<file path="src/rtl/alu_pkg.sv">
// alu_pkg: shared types and helpers for the ALU datapath blocks.
//   addsub_op_t     operation select for the add/subtract unit (OP_ADD / OP_SUB)
//   addsub_flags_t  result flags carried alongside an add/sub result {co, ovf, zero}
//   full_adder()    one-bit full adder cell, returns {carry_out, sum}
package alu_pkg;

  typedef enum logic {
    OP_ADD = 1'b0,
    OP_SUB = 1'b1
  } addsub_op_t;

  typedef struct packed {
    logic co;
    logic ovf;
    logic zero;
  } addsub_flags_t;

  function automatic logic [1:0] full_adder(input logic x, input logic y, input logic c);
    return {(x & y) | (x & c) | (y & c), x ^ y ^ c};
  endfunction

endpackage

</file>
<file path="src/rtl/addsub_slice.sv">
// addsub_slice: combinational SLICE-bit ripple adder built from full_adder cells.
//   a, b  in   SLICE  operand slices (b already inverted by the caller for subtract)
//   ci    in   1      carry into bit 0 of the slice
//   s     out  SLICE  sum slice
//   co    out  1      carry out of the slice MSB
//   mci   out  1      carry into the slice MSB (co ^ mci is signed overflow when
//                     this slice holds the word's sign bit)
module addsub_slice
  import alu_pkg::*;
#(
  parameter int unsigned SLICE = 8
) (
  input  logic [SLICE-1:0] a,
  input  logic [SLICE-1:0] b,
  input  logic             ci,
  output logic [SLICE-1:0] s,
  output logic             co,
  output logic             mci
);

  logic [SLICE:0] c;

  always_comb begin
    c    = '0;
    s    = '0;
    c[0] = ci;
    for (int unsigned i = 0; i < SLICE; i++) begin
      {c[i+1], s[i]} = full_adder(a[i], b[i], c[i]);
    end
  end

  assign co  = c[SLICE];
  assign mci = c[SLICE-1];

endmodule

</file>
<file path="src/rtl/pipelined_addsub.sv">
// pipelined_addsub: STAGES-deep pipelined add/subtract unit with valid/ready
// handshake on both sides. Each stage resolves the carry chain of one
// WIDTH/STAGES-bit slice; unresolved operand slices travel with the beat.
//   clk        in   1      rising-edge clock
//   rst_n      in   1      asynchronous active-low reset
//   in_valid   in   1      operand beat valid
//   in_ready   out  1      beat accepted this cycle when in_valid & in_ready
//   a, b       in   WIDTH  operands
//   ci         in   1      carry-in (add) / borrow-in (sub)
//   sub        in   1      0: o = a + b + ci   1: o = a - b - ci
//   out_valid  out  1      result beat valid
//   out_ready  in   1      downstream accepts result
//   o          out  WIDTH  result, mod 2^WIDTH
//   co         out  1      carry out of MSB (sub: 1 = no borrow)
//   ovf        out  1      signed two's-complement overflow
//   zero       out  1      o == 0
module pipelined_addsub
  import alu_pkg::*;
#(
  parameter int unsigned WIDTH  = 32,
  parameter int unsigned STAGES = 4
) (
  input  logic             clk,
  input  logic             rst_n,
  input  logic             in_valid,
  output logic             in_ready,
  input  logic [WIDTH-1:0] a,
  input  logic [WIDTH-1:0] b,
  input  logic             ci,
  input  logic             sub,
  output logic             out_valid,
  input  logic             out_ready,
  output logic [WIDTH-1:0] o,
  output logic             co,
  output logic             ovf,
  output logic             zero
);

  localparam int unsigned SLICE = WIDTH / STAGES;

  if (STAGES < 1 || STAGES > WIDTH || (WIDTH % STAGES) != 0) begin : g_param_check
    $error("pipelined_addsub: WIDTH=%0d must be a multiple of STAGES=%0d with 1 <= STAGES <= WIDTH",
           WIDTH, STAGES);
  end

  addsub_op_t       op;
  logic [WIDTH-1:0] b_enc;
  logic             ci_enc;
  logic             advance;
  addsub_flags_t    flags_q;

  // a - b - ci == a + ~b + ~ci, so subtract reuses the adder unchanged.
  assign op     = addsub_op_t'(sub);
  assign b_enc  = (op == OP_SUB) ? ~b : b;
  assign ci_enc = (op == OP_SUB) ? ~ci : ci;

  // Whole pipe moves together; it only freezes when a result is waiting.
  assign advance  = !out_valid || out_ready;
  assign in_ready = advance;

  assign co   = flags_q.co;
  assign ovf  = flags_q.ovf;
  assign zero = flags_q.zero;

  for (genvar k = 0; k < STAGES; k++) begin : g_stage
    localparam int unsigned LO  = k * SLICE;   // result bits already resolved upstream
    localparam int unsigned REM = WIDTH - LO;  // operand bits still pending, incl. this slice

    logic [REM-1:0]      a_in;
    logic [REM-1:0]      b_in;
    logic                c_in;
    logic                v_in;
    logic [SLICE-1:0]    s_slice;
    logic                c_slice;
    logic [LO+SLICE-1:0] s_next;
    logic [LO+SLICE-1:0] s_q;
    logic                v_q;

    // Operands are kept right-aligned: each stage consumes the low slice and
    // forwards the rest, so the final stage sees only the sign-bit slice.
    if (k == 0) begin : g_src
      assign a_in   = a;
      assign b_in   = b_enc;
      assign c_in   = ci_enc;
      assign v_in   = in_valid;
      assign s_next = s_slice;
    end else begin : g_src
      assign a_in   = g_stage[k-1].g_fwd.a_q;
      assign b_in   = g_stage[k-1].g_fwd.b_q;
      assign c_in   = g_stage[k-1].g_fwd.c_q;
      assign v_in   = g_stage[k-1].v_q;
      assign s_next = {s_slice, g_stage[k-1].s_q};
    end

    always_ff @(posedge clk or negedge rst_n) begin
      if (!rst_n) begin
        v_q <= 1'b0;
        s_q <= '0;
      end else if (advance) begin
        v_q <= v_in;
        s_q <= s_next;
      end
    end

    if (k == STAGES - 1) begin : g_last
      logic msb_ci;

      addsub_slice #(.SLICE(SLICE)) u_slice (
        .a   (a_in[SLICE-1:0]),
        .b   (b_in[SLICE-1:0]),
        .ci  (c_in),
        .s   (s_slice),
        .co  (c_slice),
        .mci (msb_ci)
      );

      // Carry into the sign bit differs from carry out exactly when the
      // operand signs agree and the result sign flips.
      always_ff @(posedge clk or negedge rst_n) begin
        if (!rst_n) begin
          flags_q <= '0;
        end else if (advance) begin
          flags_q <= '{co: c_slice, ovf: c_slice ^ msb_ci, zero: ~|s_next};
        end
      end

      assign o         = s_q;
      assign out_valid = v_q;
    end else begin : g_fwd
      logic                 msb_ci_unused;
      logic [REM-SLICE-1:0] a_q;
      logic [REM-SLICE-1:0] b_q;
      logic                 c_q;

      addsub_slice #(.SLICE(SLICE)) u_slice (
        .a   (a_in[SLICE-1:0]),
        .b   (b_in[SLICE-1:0]),
        .ci  (c_in),
        .s   (s_slice),
        .co  (c_slice),
        .mci (msb_ci_unused)
      );

      always_ff @(posedge clk or negedge rst_n) begin
        if (!rst_n) begin
          a_q <= '0;
          b_q <= '0;
          c_q <= 1'b0;
        end else if (advance) begin
          a_q <= a_in[REM-1:SLICE];
          b_q <= b_in[REM-1:SLICE];
          c_q <= c_slice;
        end
      end
    end
  end

endmodule

</file>
<file path="config.mk">
export PLATFORM = sky130hd
export DESIGN_NAME = pipelined_addsub
export DESIGN_NICKNAME = d
export VERILOG_FILES = /design/src/rtl/alu_pkg.sv /design/src/rtl/addsub_slice.sv /design/src/rtl/pipelined_addsub.sv
export SDC_FILE = /design/constraint.sdc
export NUM_CORES = 1
export LEC_CHECK = 0
export BUFFER_PORTS_ARGS = -buffer_cell sky130_fd_sc_hd__buf_4
export CORE_ASPECT_RATIO = 1.75
export CORE_MARGIN = 4
export CORE_UTILIZATION = 31
export CTS_CLUSTER_SIZE = 8
export DETAILED_ROUTE_END_ITERATION = 16
export MAX_ROUTING_LAYER = met4
export SLEW_MARGIN = 20
export SYNTH_ARGS = -nofsm -noshare
export SYNTH_HDL_FRONTEND = slang
export SYNTH_SLANG_ARGS = --single-unit
</file>
<file path="constraint.sdc">
create_clock -name clk -period 3.5 [get_ports clk]
set_clock_uncertainty 0.05 [all_clocks]
set_input_delay 0.175 -clock clk [delete_from_list [all_inputs] [get_ports clk]]
set_output_delay 0.175 -clock clk [all_outputs]
set_load 0.02 [all_outputs]
</file>
## Word-level counts from Yosys, hierarchy flattened

Cells that the tools add are included.
Widths: inputs -> output; s select.

- Bits of input ports: 70
- Flip-flop bits (word level): 186
- Output and inout port bits: 37

- Bitwise logic cells: 227
- Reductions and logical operators: 4
- Mux-type cells: 2

Operator list:

| kind | count |
|---|---|
| $and 1x1->1 | 96 |
| $xor 1x1->1 | 65 |
| $or 1x1->1 | 64 |
| $mux 32 | 1 |
| $not 32->32 | 1 |
| $reduce_or 32->1 | 1 |
| $logic_not 1->1 | 2 |
| $logic_or 1x1->1 | 1 |
| $mux 1 | 1 |
| $not 1->1 | 1 |

## Longest topological paths before layout

Gate-level depths: netlist of the first run.

- Word-level depth: 26
- Gate-level depth with buffers: 15
- Gate-level depth less buffers: 14

## Modules after synthesis

A second synthesis of the first run with hierarchy kept.

- Cells, all modules: 879
- Area, all modules: 8195.4 um^2

By module, submodules not included:

| module | instances | cells an instance | sequential area each (um^2) | area each (um^2) |
|---|---|---|---|---|
| pipelined_addsub | 1 | 807 | 4654.5 | 7404.6 |
| addsub_slice | 4 | 18 | 0.0 | 197.7 |

## Worst setup path before layout of the first run

Ideal clock, no wire load.

- Kind: input to register
- From: in sub
- To: reg g_stage[0].s_q[7]
- Stages on the path: 15
- Arrival: 4.001 ns
- Slack: -0.667 ns
- Required time: 3.333 ns
- Library setup time: 0.117 ns
- Cells stage by stage: buf_2 -> buf_4 -> xor2_1 -> fa_1 -> inv_1 -> fa_1 -> fa_1 -> fa_1 -> fa_1 -> fa_1 -> fa_1 -> inv_1 -> fa_1 -> nand2_1 -> nand2_1

- Cells in the longest elaborated chain, start to end: 23

RTL lines:

| item | RTL line | source |
|---|---|---|
| from (decl) | pipelined_addsub.sv:30 | `input logic sub,` |
| $mux 32 or $mux 1 (tied branches) | pipelined_addsub.sv:54, pipelined_addsub.sv:55 |  |
| $and 1x1->1 | alu_pkg.sv:19 | `return {(x & y) \| (x & c) \| (y & c), x ^ y ^ c};` |
| $or 1x1->1 (2 in a row) | alu_pkg.sv:19 |  |
| $and 1x1->1 | alu_pkg.sv:19 |  |
| $or 1x1->1 (2 in a row) | alu_pkg.sv:19 |  |
| $and 1x1->1 | alu_pkg.sv:19 |  |
| $or 1x1->1 (2 in a row) | alu_pkg.sv:19 |  |
| $and 1x1->1 | alu_pkg.sv:19 |  |
| $or 1x1->1 (2 in a row) | alu_pkg.sv:19 |  |
| $and 1x1->1 | alu_pkg.sv:19 |  |
| $or 1x1->1 (2 in a row) | alu_pkg.sv:19 |  |
| $and 1x1->1 | alu_pkg.sv:19 |  |
| $or 1x1->1 (2 in a row) | alu_pkg.sv:19 |  |
| $and 1x1->1 | alu_pkg.sv:19 |  |
| $or 1x1->1 (2 in a row) | alu_pkg.sv:19 |  |
| $xor 1x1->1 (*) | alu_pkg.sv:19 |  |
| named net g_stage[0].g_fwd.u_slice.s[7] | addsub_slice.sv:16 | `output logic [SLICE-1:0] s,` |
| to (signal assigned) | pipelined_addsub.sv:101 | `s_q <= s_next;` |
| to (decl) | pipelined_addsub.sv:76 | `logic [LO+SLICE-1:0] s_q;` |

Mark *: on every way through the listed nets, which the timed path passes. The rest lies on a longest branch.
A chain may end at the register's enable or synchronous reset.

## Worst setup path after layout of the first run

- From: reg g_stage[2].g_fwd.c_q
- To: reg flags_q, in the netlist zero

- Cells in the longest elaborated chain, start to end: 24

RTL lines:

| item | RTL line | source |
|---|---|---|
| from (decl) | pipelined_addsub.sv:133 | `logic c_q;` |
| from (signal assigned) | pipelined_addsub.sv:152 | `c_q <= c_slice;` |
| $and 1x1->1 | alu_pkg.sv:19 |  |
| $or 1x1->1 (2 in a row) | alu_pkg.sv:19 |  |
| $and 1x1->1 | alu_pkg.sv:19 |  |
| $or 1x1->1 (2 in a row) | alu_pkg.sv:19 |  |
| $and 1x1->1 | alu_pkg.sv:19 |  |
| $or 1x1->1 (2 in a row) | alu_pkg.sv:19 |  |
| $and 1x1->1 | alu_pkg.sv:19 |  |
| $or 1x1->1 (2 in a row) | alu_pkg.sv:19 |  |
| $and 1x1->1 | alu_pkg.sv:19 |  |
| $or 1x1->1 (2 in a row) | alu_pkg.sv:19 |  |
| $and 1x1->1 | alu_pkg.sv:19 |  |
| $or 1x1->1 (2 in a row) | alu_pkg.sv:19 |  |
| $and 1x1->1 | alu_pkg.sv:19 |  |
| $or 1x1->1 (2 in a row) | alu_pkg.sv:19 |  |
| $xor 1x1->1 | alu_pkg.sv:19 |  |
| $reduce_or 32->1 (*) | pipelined_addsub.sv:123 | `flags_q <= '{co: c_slice, ovf: c_slice ^ msb_ci, zero: ~\|s_next};` |
| $logic_not 1->1 (*) | pipelined_addsub.sv:123 |  |
| to (signal assigned) | pipelined_addsub.sv:123 |  |
| to (decl) | pipelined_addsub.sv:50 | `addsub_flags_t flags_q;` |

Every way passes the cells marked *; elsewhere a longest branch is shown, timed or not.

==> results of run 1 <==
==> final cells by class <==
cell class / count / share of cell area (%)
Sequential cell: 186 / 45.1
Multi-Input combinational cell: 581 / 30.2
Timing Repair Buffer: 172 / 14.1
Clock buffer: 18 / 4.16
Tap cell: 320 / 3.88
Clock inverter: 14 / 1.37
Inverter: 30 / 1.14
==> path summary, 6_finish.rpt <==
check	start	to	slack [ns]	depth (start not counted)
setup / recovery	g_stage[2].g_fwd.c_q	zero	-0.24	14
max in group asynchronous	rst_n	g_stage[0].g_fwd.a_q[10]	2.11	3
hold reg to reg	g_stage[2].v_q	g_stage[2].v_q	0.41	2
hold / removal	b[22]	g_stage[0].g_fwd.b_q[14]	0.02	3
setup reg to reg	g_stage[2].g_fwd.c_q	zero	-0.24	14
min in group asynchronous	rst_n	g_stage[0].g_fwd.c_q	0.35	2
==> report_power, final <==
group          internal, mW  switching, mW  total [mW]
logic                  1.45           1.85        3.30
clock network         0.998          0.848        1.85
registers              3.11          0.606        3.72
==> worst max-delay path, cell delays in order (launching register included) <==
cell and delay (ns):
dfrtp_1 0.38, inv_1 0.07, fa_1 0.16, inv_1 0.05
fa_2 0.33, fa_2 0.35, fa_2 0.35, fa_2 0.34
fa_2 0.34, fa_2 0.36, inv_2 0.07, fa_1 0.42
nor4bb_2 0.18, nand4_1 0.09, o31ai_1 0.06
==> flip-flops by register name, indices dropped and copies added (netlist names) <==
| name | flops |
|---|---|
| g_stage.g_fwd.c_q | 3 |
| ovf | 1 |
| co | 1 |
| g_stage.g_fwd.a_q | 48 |
| g_stage.v_q | 3 |
| zero | 1 |
| g_stage.s_q | 48 |
| out_valid | 1 |
| o | 32 |
| g_stage.g_fwd.b_q | 48 |
==> metal layers <==
metal | part of all wire (%) | routed length [um]
met1 | 43 | 7410
met2 | 52 | 9040
met3 | 1.8 | 319
met4 | 3.1 | 533
met5 | 0 | 0
==> Yosys cell counts <==
cell type / instances
buf_4: 10
fa_1: 32
inv_1: 29
nor4bb_1: 1
nand2b_1: 1
nor2b_4: 1
nor2_1: 16
buf_2: 14
nand4_1: 2
buf_6: 15
o21ai_0: 32
o31ai_1: 1
xor2_1: 6
o21ai_1: 3
nand2_1: 435
a21oi_2: 15
a21oi_1: 1
nor4_1: 7
dfrtp_1: 186
clkbuf_1: 6
inv_4: 1
xnor2_1: 28
==> timing repair <==
item                                   in CTS  in global routing
setup buffers                               2                  4
gates resized for setup                    14                  3
hold buffers                               48                  0
endpoints found under the hold margin     143                  0
pin swaps                                   3                  4
gates cloned                                0                  0
setup endpoints to repair                   4                  5
==> cells by family after synthesis <==
| family | share of synthesized area, % |
|---|---|
| XOR/XNOR | 3.66 |
| flip-flops | 57.2 |
| AO/OA/AOI/OAI | 3.92 |
| buffers and inverters | 5.55 |
| AND/OR/NAND/NOR | 21.9 |
| adder cells (fa/ha/maj) | 7.87 |
==> through the flow <==
step,hold slack [ns],util (%),worst slack (ns),total power [mW]
CTS,0.0124,39.6,-0.205,8.97
global route,0.0449,39.7,-0.381,9.67
floorplan,-0.171,-,-0.267,5.91
detailed placement,0.273,35.4,-0.296,7.00
finish,0.0246,39.7,-0.243,8.87
global placement,0.269,35.4,-0.243,6.90
==> flow_metrics.tcl, run 1 <==
set metrics [dict create \
    io_pins 107 \
    track_usage_pct 13.1 \
    ys_seq_elements 186 \
    yosysTopAreaCell "dfrtp_1" \
    root_buffer "clkbuf_16" \
    drv_cap 0 \
    cts_buffers 17 \
    cts_buffer_depth 2 \
    ant_nets 0 \
    grt_pass1_wl_um 29100 \
    worstPathArrival_ns 3.98 \
    relSlewSlack_pct 48.5 \
    met3_usage_pct 2.07 \
    met1_usage_pct 15.9 \
    syn_nets 944 \
    drt_iter0_markers 224 \
    viasPerCell 4.21 \
    setup_viol 2 \
    cts_tree "built" \
    fin_area_mm2 0.0103 \
    crit_required_ns 3.74 \
    layout_common_cells "nand2_1 (435), dfrtp_1 (186), buf_4 (120)" \
    clk_latency_ns 0.43 \
    nNetsFinal 1090 \
    die_y_um 222 \
    placed_area_mm2 0.00919 \
    final_common_cell "nand2_1" \
    hold_violations 0 \
    synth.avg_cell_area_um2 9.67 \
    clock.fmax_mhz 267 \
    insertedDiodeCount 0 \
    seq_area_mm2 0.00465 \
    status "finished with violations" \
    antenna_found_initial 0 \
    start_util_pct 31.4 \
    cts.sinks 186 \
    violations "negative setup slack" \
    routabilityCongestion 0.796 \
    netlist_area_mm2 0.00814 \
    die_area_mm2 0.0290 \
    fill_cells 2582 \
    ys_top_cells_by_area "dfrtp_1 (57%), nand2_1 (20%), fa_1 (7.9%), xnor2_1 (3.0%), buf_6 (2.1%)" \
    post_synth_num_cell_types 22 \
    irDropWorstVdd_uv 820 \
    hold_class "primary input to flip-flop" \
    grt_max_degree 180 \
    multi_input_area_mm2 0.00311 \
    remaining_drc_errors 0 \
    drtPass1Iterations 4 \
    ys_seq_area_share_pct 57.2 \
    p_per_area_mw_per_mm2 860 \
    leakagePower_nw 5.11 \
    crit_type "flip-flop to flip-flop" \
    fp.coreArea_mm2 0.0260 \
    worstPathMaxFanout 2 \
    vias 5567 \
    area_growth_pct 26.6 \
    synth_top_area_share_pct 57.2 \
    fin_crit_ns 3.74 \
    wl_per_cell_um 13.1 \
    drive_above_1_share_pct 20.9 \
    io_buffers 106 \
    grt_setup_unrepaired "true" \
    fin_tns_setup_ns -0.436 \
    synthCells 842 \
    tightest_slew_ns 0.773 \
    grt-ovfl-total 0 \
    cts.clk_slew.worst_paths_ns 0.07 \
    yosysWarnings 0 \
    grt_pass1_vias 5720 \
    placedCellCount 1235 \
    slew_violations 0 \
    die_w_um 131 \
    end_kind "flip-flop" \
    wl_um 17300 \
    use_met2_pct 21.5 \
    worst_slack_ns -0.243 \
    startpoint_type "flip-flop" \
    htreeDepth 4 \
    finalCritPeriodShare_pct 107 \
    rows 78 \
    hpwlAfterDp_um 11500 \
    grt-busiest-layer "met2" \
    final_cells 1321 \
]
No activity file was read; power rests on OpenSTA's default activity.
==> run 2: changes to the inputs <==
--- a/config.mk
+++ b/config.mk
@@ -5,6 +5,7 @@
 export SDC_FILE = /design/constraint.sdc
 export NUM_CORES = 1
 export LEC_CHECK = 0
+export ABC_AREA = 1
 export BUFFER_PORTS_ARGS = -buffer_cell sky130_fd_sc_hd__buf_4
 export CORE_ASPECT_RATIO = 1.75
 export CORE_MARGIN = 4
==> run 2 against run 1 <==
Compared with the run above: the flow still finishes with violations (negative setup slack); first-iteration DRC count rose by 27%; global-route usage fell by 0.38 points; largest power group unchanged; clock-buffer cell count is 1 higher.
==> flow_metrics.tcl, run 2 <==
set metrics [dict create \
    min_from "a[7]" \
    drtPass1Iterations 4 \
    startpoint "g_stage[2].g_fwd.a_q[0]" \
    final_cells 1307 \
    netlist_top_cells_count "nand2_1 (318), dfrtp_1 (186), o21ai_0 (69)" \
    io_pins 107 \
    ys_seq_elements 186 \
    netlist_area_mm2 0.00815 \
    clock.fmax_mhz 266 \
    crit_slowest_cell "fa_1" \
    timing.critical_path.mode_cell "fa_2" \
    synth_flop_cell "dfrtp_1" \
    drt_iter0_markers 285 \
    synthArstFlopShare_pct 100 \
    slew_violations 0 \
    clk_latency_ns 0.43 \
    synth_enable_flop_cells 0 \
    cts_buffer_depth 2 \
    syn_nets 929 \
    whs_ns 0.101 \
    status "finished with violations" \
    combPwrFrac_pct 37.1 \
    netSwitchingFraction_pct 37.2 \
    fin_crit_ns 3.76 \
    irDropWorstVdd_uv 395 \
    area_growth_pct 26.8 \
    reg2reg_depth 17 \
    min_delay_path_depth 4 \
    nNetsFinal 1076 \
    cts_buffers 17 \
    antenna_found_initial 0 \
    crit_required_ns 3.77 \
    crit_type "flip-flop to flip-flop" \
    synth_top_area_share_pct 57.1 \
    dpl_worst_slack_ns -0.439 \
    crit_chain "inv_2 -> fa_2 -> inv_2 -> fa_2 -> fa_2 -> fa_2 -> fa_2 -> fa_2 -> fa_2 -> inv_2 -> fa_1 -> inv_1 -> nor2_1 -> nand3_1 -> nor2_2 -> nand3_1 -> nand2_1" \
    ant_nets 0 \
    die_y_um 223 \
    die_w_um 131 \
    relSlewSlack_pct 46.6 \
    placed_area_mm2 0.00920 \
    reg2reg_slack_ns -0.26 \
    grt_pass1_vias 5511 \
    post_synth_num_cell_types 23 \
    grt_max_degree 92 \
    grt_pass1_wl_um 28300 \
    timing.rr.end "zero" \
    htreeDepth 4 \
    hold_end "g_stage[0].g_fwd.c_q" \
    cts_tree "built" \
    setup_viol 1 \
    worst_slack_ns -0.257 \
    wl_um 17000 \
    yosysMostFrequentCell "nand2_1" \
    cpPeakStageDelay_ns 0.42 \
    routabilityCongestion 0.769 \
    power.internal_mw 5.47 \
    track_usage_pct 12.7 \
    net-switching-power_mw 3.25 \
    reg_top3 "g_stage.g_fwd.a_q (48), g_stage.g_fwd.b_q (48), g_stage.s_q (48)" \
    io_buffers 106 \
    wl_per_cell_um 13.0 \
    r2r-start "g_stage[2].g_fwd.a_q[0]" \
    hold_class "primary input to flip-flop" \
    hpwlAfterDp_um 11600 \
    root_buffer "clkbuf_16" \
    finalCritPeriodShare_pct 107 \
    seqPwrFrac_pct 41.7 \
    p_per_area_mw_per_mm2 844 \
    critPathBufInv 4 \
    rows 78 \
    end_kind "flip-flop" \
    startpoint_type "flip-flop" \
    yosysTopAreaCell "dfrtp_1" \
    grt-ovfl-total 0 \
    worstPathArrival_ns 4.03 \
    fp.coreArea_mm2 0.0260 \
    grt_setup_unrepaired "true" \
    yosysWarnings 0 \
    cts.sinks 186 \
    die_area_mm2 0.0291 \
    cts.clk_slew.worst_paths_ns 0.07 \
    hold_violations 0 \
    placedCellCount 1223 \
    ys_top_cells_by_area "dfrtp_1 (57%), nand2_1 (15%), fa_1 (7.9%), o21ai_0 (4.2%), xnor2_1 (3.2%)" \
    synthCells 827 \
    p_clk_share_pct 21.2 \
    synth.avg_cell_area_um2 9.86 \
    worstPathMaxFanout 2 \
    start_util_pct 31.4 \
    viasPerCell 4.22 \
    leakagePower_nw 4.98 \
    ys_seq_area_share_pct 57.1 \
    final_common_cell "nand2_1" \
    fin_util_pct 39.8 \
    critical-path-top-delay-family "adder cells" \
    insertedDiodeCount 0 \
    remaining_drc_errors 0 \
    drv_cap 0 \
    violations "negative setup slack" \
    drive_above_1_share_pct 22.3 \
    layout_common_cells "nand2_1 (318), dfrtp_1 (186), buf_4 (116)" \
    vias 5510 \
    tightest_slew_ns 0.800 \
    fin_area_mm2 0.0103 \
]
## run 2: changes by cell type after synthesis, moves of 7 or more
| cell | previous run | this run |
|---|---|---|
| a21oi_2 | 15 | 0 |
| nor4_1 | 7 | 0 |
| inv_1 | 29 | 65 |
| nand2_2 | 0 | 9 |
| nand2_1 | 435 | 318 |
| o21ai_1 | 3 | 38 |
| o21ai_2 | 0 | 9 |
| o21ai_0 | 32 | 69 |
## run 2: metal layers
layer | up-vias | part of all wire [%] | GRT usage (%)
li1 | 2844 | - | -
met1 | 2558 | 45 | 16.1
met2 | 88 | 51 | 20.5
met3 | 20 | 2.8 | 2.43
met4 | 0 | 1.8 | 4.22
met5 | - | 0 | -
## run 2: cell families after synthesis
logic type,after synthesis,synth area share [%]
AO/OA/AOI/OAI,117,7.60
flip-flops,186,57.1
buffers and inverters,111,7.32
XOR/XNOR,34,3.65
AND/OR/NAND/NOR,347,16.5
adder cells (fa/ha/maj),32,7.86
## run 2: tightest hold or removal path: stages
cell     delay (ns)
buf_4          0.10
fa_1           0.17
nand2_1        0.05
o21ai_0        0.05
## run 2: metrics by stage
| step | TNS (ns) | power, mW |
|---|---|---|
| after CTS | -0.373 | 8.86 |
| after detailed placement | -1.26 | 6.90 |
| after global placement | -1.02 | 6.81 |
| after global routing | -0.750 | 9.49 |
| after floorplan | -0.432 | 5.81 |
| final | -0.257 | 8.72 |
## run 2: worst max-delay path by stage
stage / depth (start not counted) / end / slack, ns
after detailed placement: 14 / g_stage[0].s_q[7] / -0.44
after floorplan: 15 / g_stage[0].s_q[7] / -0.30
after global placement: 14 / g_stage[0].s_q[7] / -0.40
after global routing: 17 / zero / -0.38
after CTS: 17 / zero / -0.29
final: 17 / zero / -0.26
## run 2: power by group through the flow
stage,Sequential (mW),Clock (mW),Combinational (mW)
floorplan,3.80,0,2.01
global placement,3.66,0,3.15
detailed placement,3.68,0,3.22
CTS,3.65,1.89,3.31
global route,3.77,1.99,3.73
finish,3.64,1.85,3.23
## run 2: area by class of cell
type                            instances  area (um^2)
Clock buffer                           19          453
Tap cell                              320          400
Fill cell                            2610        15600
Multi-Input combinational cell        530         2980
Timing Repair Buffer                  172         1470
Clock inverter                         13          116
Inverter                               67          256
Sequential cell                       186         4650
## run 2: repair_timing
| item | 4_1_cts | 5_1_grt |
|---|---|---|
| setup endpoints to repair | 5 | 7 |
| resized for setup | 12 | 19 |
| endpoints found under the hold margin | 99 | 0 |
| setup buffers | 1 | 1 |
| pin swaps | 6 | 7 |
| hold buffers | 50 | 0 |
==> run 3: changes to the inputs <==
--- a/config.mk
+++ b/config.mk
@@ -16,4 +16,5 @@
 export SLEW_MARGIN = 20
 export SYNTH_ARGS = -nofsm -noshare
 export SYNTH_HDL_FRONTEND = slang
+export SYNTH_HIERARCHICAL = 1
 export SYNTH_SLANG_ARGS = --single-unit
==> run 3 against run 2 <==
Compared with the run above: the run still ends with negative setup slack left; power shrank 0.14%; clock-buffer cell count shrank 2; maximum frequency grew 1.4%; sequential cell count is the same.
==> flow_metrics.tcl, run 3 <==
set metrics [dict create \
    fin_util_pct 39.7 \
    yosysTopAreaCell "dfrtp_1" \
    synth.avg_cell_area_um2 9.39 \
    start_util_pct 31.3 \
    p_per_area_mw_per_mm2 848 \
    end_kind "flip-flop" \
    cts.clk_slew.worst_paths_ns 0.07 \
    hold_class "primary input to flip-flop" \
    critPathBufInv 4 \
    tightest_slew_ns 0.979 \
    leakagePower_nw 5.13 \
    wl_per_cell_um 12.6 \
    crit_type "flip-flop to flip-flop" \
    grt-ovfl-total 0 \
    grt_pass1_vias 5550 \
    ys_top_cells_by_area "dfrtp_1 (57%), nand2_1 (18%), fa_1 (7.9%), o21ai_0 (4.7%), inv_1 (3.2%)" \
    violations "negative setup slack" \
    setup_viol 3 \
    nNetsFinal 1106 \
    fin_tns_setup_ns -0.280 \
    final_common_cell "nand2_1" \
    grt_max_degree 129 \
    startpoint_type "flip-flop" \
    drv_cap 0 \
    placed_area_mm2 0.00918 \
    synth.mux.area_fraction_pct 0 \
    cts_buffers 17 \
    slew_violations 0 \
    synthArstFlopShare_pct 100 \
    die_area_mm2 0.0289 \
    viasPerCell 4.18 \
    ant_nets 0 \
    io_pins 107 \
    timing.critical_path.mode_cell "fa_2" \
    drive_above_1_share_pct 18.2 \
    clock.fmax_mhz 270 \
    io_buffers 106 \
    hpwlAfterDp_um 11400 \
    whs_ns 0.00506 \
    worst_slack_ns -0.206 \
    final_cells 1338 \
    cts_buffer_depth 2 \
    drtPass1Iterations 4 \
    worstPathArrival_ns 3.98 \
    synth_top_area_share_pct 57.5 \
    synth-simple-area-share_pct 19.2 \
    cpPeakStageDelay_ns 0.41 \
    status "finished with violations" \
    crit_slowest_cell "fa_1" \
    synth_flop_cell "dfrtp_1" \
    htreeDepth 4 \
    cts_tree "built" \
    root_buffer "clkbuf_16" \
    ys_seq_elements 186 \
    synth_top_family_by_area "simple AND/OR/NAND/NOR gates" \
    crit_chain "inv_2 -> fa_1 -> inv_1 -> fa_2 -> fa_2 -> fa_2 -> fa_2 -> fa_2 -> fa_2 -> inv_2 -> fa_1 -> inv_2 -> nor2_1 -> nand3_1 -> nor2_1 -> nand3_1 -> nand2_1" \
    ys_seq_area_share_pct 57.5 \
    yosysWarnings 6 \
    die_w_um 130 \
    fin_crit_ns 3.71 \
    yosysMostFrequentCell "nand2_1" \
    grt_pass1_wl_um 28400 \
    remaining_drc_errors 0 \
    finalCritPeriodShare_pct 106 \
    vias 5589 \
    clk_latency_ns 0.44 \
    die_y_um 222 \
    rows 78 \
    wl_um 16900 \
    relSlewSlack_pct 34.7 \
    hold_violations 0 \
    reg_top3 "g_stage.g_fwd.a_q (48), g_stage.g_fwd.b_q (48), g_stage.s_q (48)" \
    placedCellCount 1256 \
    synth-xor-area-share_pct 3.68 \
    synth_enable_flop_cells 0 \
    critical-path-top-delay-family "adder cells" \
    area_growth_pct 26.8 \
    grt_setup_unrepaired "true" \
    netlist_top_cells_count "nand2_1 (391), dfrtp_1 (186), o21ai_0 (76)" \
    synthAdderAreaFrac_pct 7.91 \
    netlist_area_mm2 0.00810 \
    syn_nets 965 \
    irDropWorstVdd_uv 347 \
    worstPathMaxFanout 2 \
    synthCells 863 \
    fp.coreArea_mm2 0.0259 \
    track_usage_pct 12.8 \
    crit_required_ns 3.77 \
    routabilityCongestion 0.732 \
    antenna_found_initial 1 \
    drt_iter0_markers 304 \
    layout_common_cells "nand2_1 (391), dfrtp_1 (186), buf_4 (116)" \
    post_synth_num_cell_types 21 \
    p_total_mw 8.71 \
    synth-compound-area-share_pct 5.25 \
    fin_area_mm2 0.0103 \
    dpl_worst_slack_ns -0.247 \
    cts.sinks 186 \
]
## run 3: cell types whose count changed in the layout (fill, tap and decap cells not counted), sizes merged, moves of 4 or more
cell	previous run	this run
nand2	328	392
o21ai	116	84
inv	70	78
xnor2	30	25
xor2	4	9
buf	121	117
## run 3: power by group
group	switching, mW	internal, mW	total, mW
Clock	0.889	1.01	1.90
Combinational	1.86	1.30	3.16
Sequential	0.547	3.10	3.65
Total	3.30	5.41	8.71
## run 3: metal layers
metal	vias up	track usage, %	routed length [um]
met1	2600	16.1	7410
met3	18	2.89	577
met5	-	-	0
li1	2888	-	-
met2	83	20.1	8590
met4	0	4.43	289
## run 3: cell families (layout without fill, tap and decap cells)
logic type	after synthesis	after routing
flops	186	186
xor+xnor	34	34
buf+inv	115	269
simple gates	411	411
fa+ha+maj	32	32
other cells	0	1
compound gates	85	85
## run 3: path summary, 6_finish.rpt
check / cells past startpoint / to / slack, ns / from
max in group asynchronous: 3 / g_stage[1].s_q[11] / 1.95 / rst_n
min in group asynchronous: 2 / o[29] / 0.37 / rst_n
hold / removal: 3 / g_stage[0].g_fwd.b_q[4] / 0.005 / b[12]
hold reg to reg: 2 / out_valid / 0.40 / g_stage[2].v_q
setup / recovery: 17 / zero / -0.21 / g_stage[2].g_fwd.c_q
setup reg to reg: 17 / zero / -0.21 / g_stage[2].g_fwd.c_q
## run 3: repair_timing
item	CTS	global route
hold buffers	47	0
pin swaps	3	2
setup endpoints to repair	5	6
hold endpoints to repair	163	0
setup buffers	2	0
resized for setup	13	4
## run 3: area by class of cell
cell class	count	area [um^2]
fillers	2585	15600
repair buffers	165	1380
diodes	1	2.50
well taps	320	400
multi-input cells	562	2980
clock buffers	17	425
inverters	72	275
flip-flops and latches	186	4650
clock inverters	15	159
## run 3: worst reg2reg max path, cell delays in order, from the launching register on
cell	delay [ns]
dfrtp_1	0.40
inv_2	0.07
fa_1	0.15
inv_1	0.05
fa_2	0.33
fa_2	0.34
fa_2	0.37
fa_2	0.37
fa_2	0.35
fa_2	0.35
inv_2	0.06
fa_1	0.41
inv_2	0.07
nor2_1	0.03
nand3_1	0.06
nor2_1	0.04
nand3_1	0.07
nand2_1	0.04
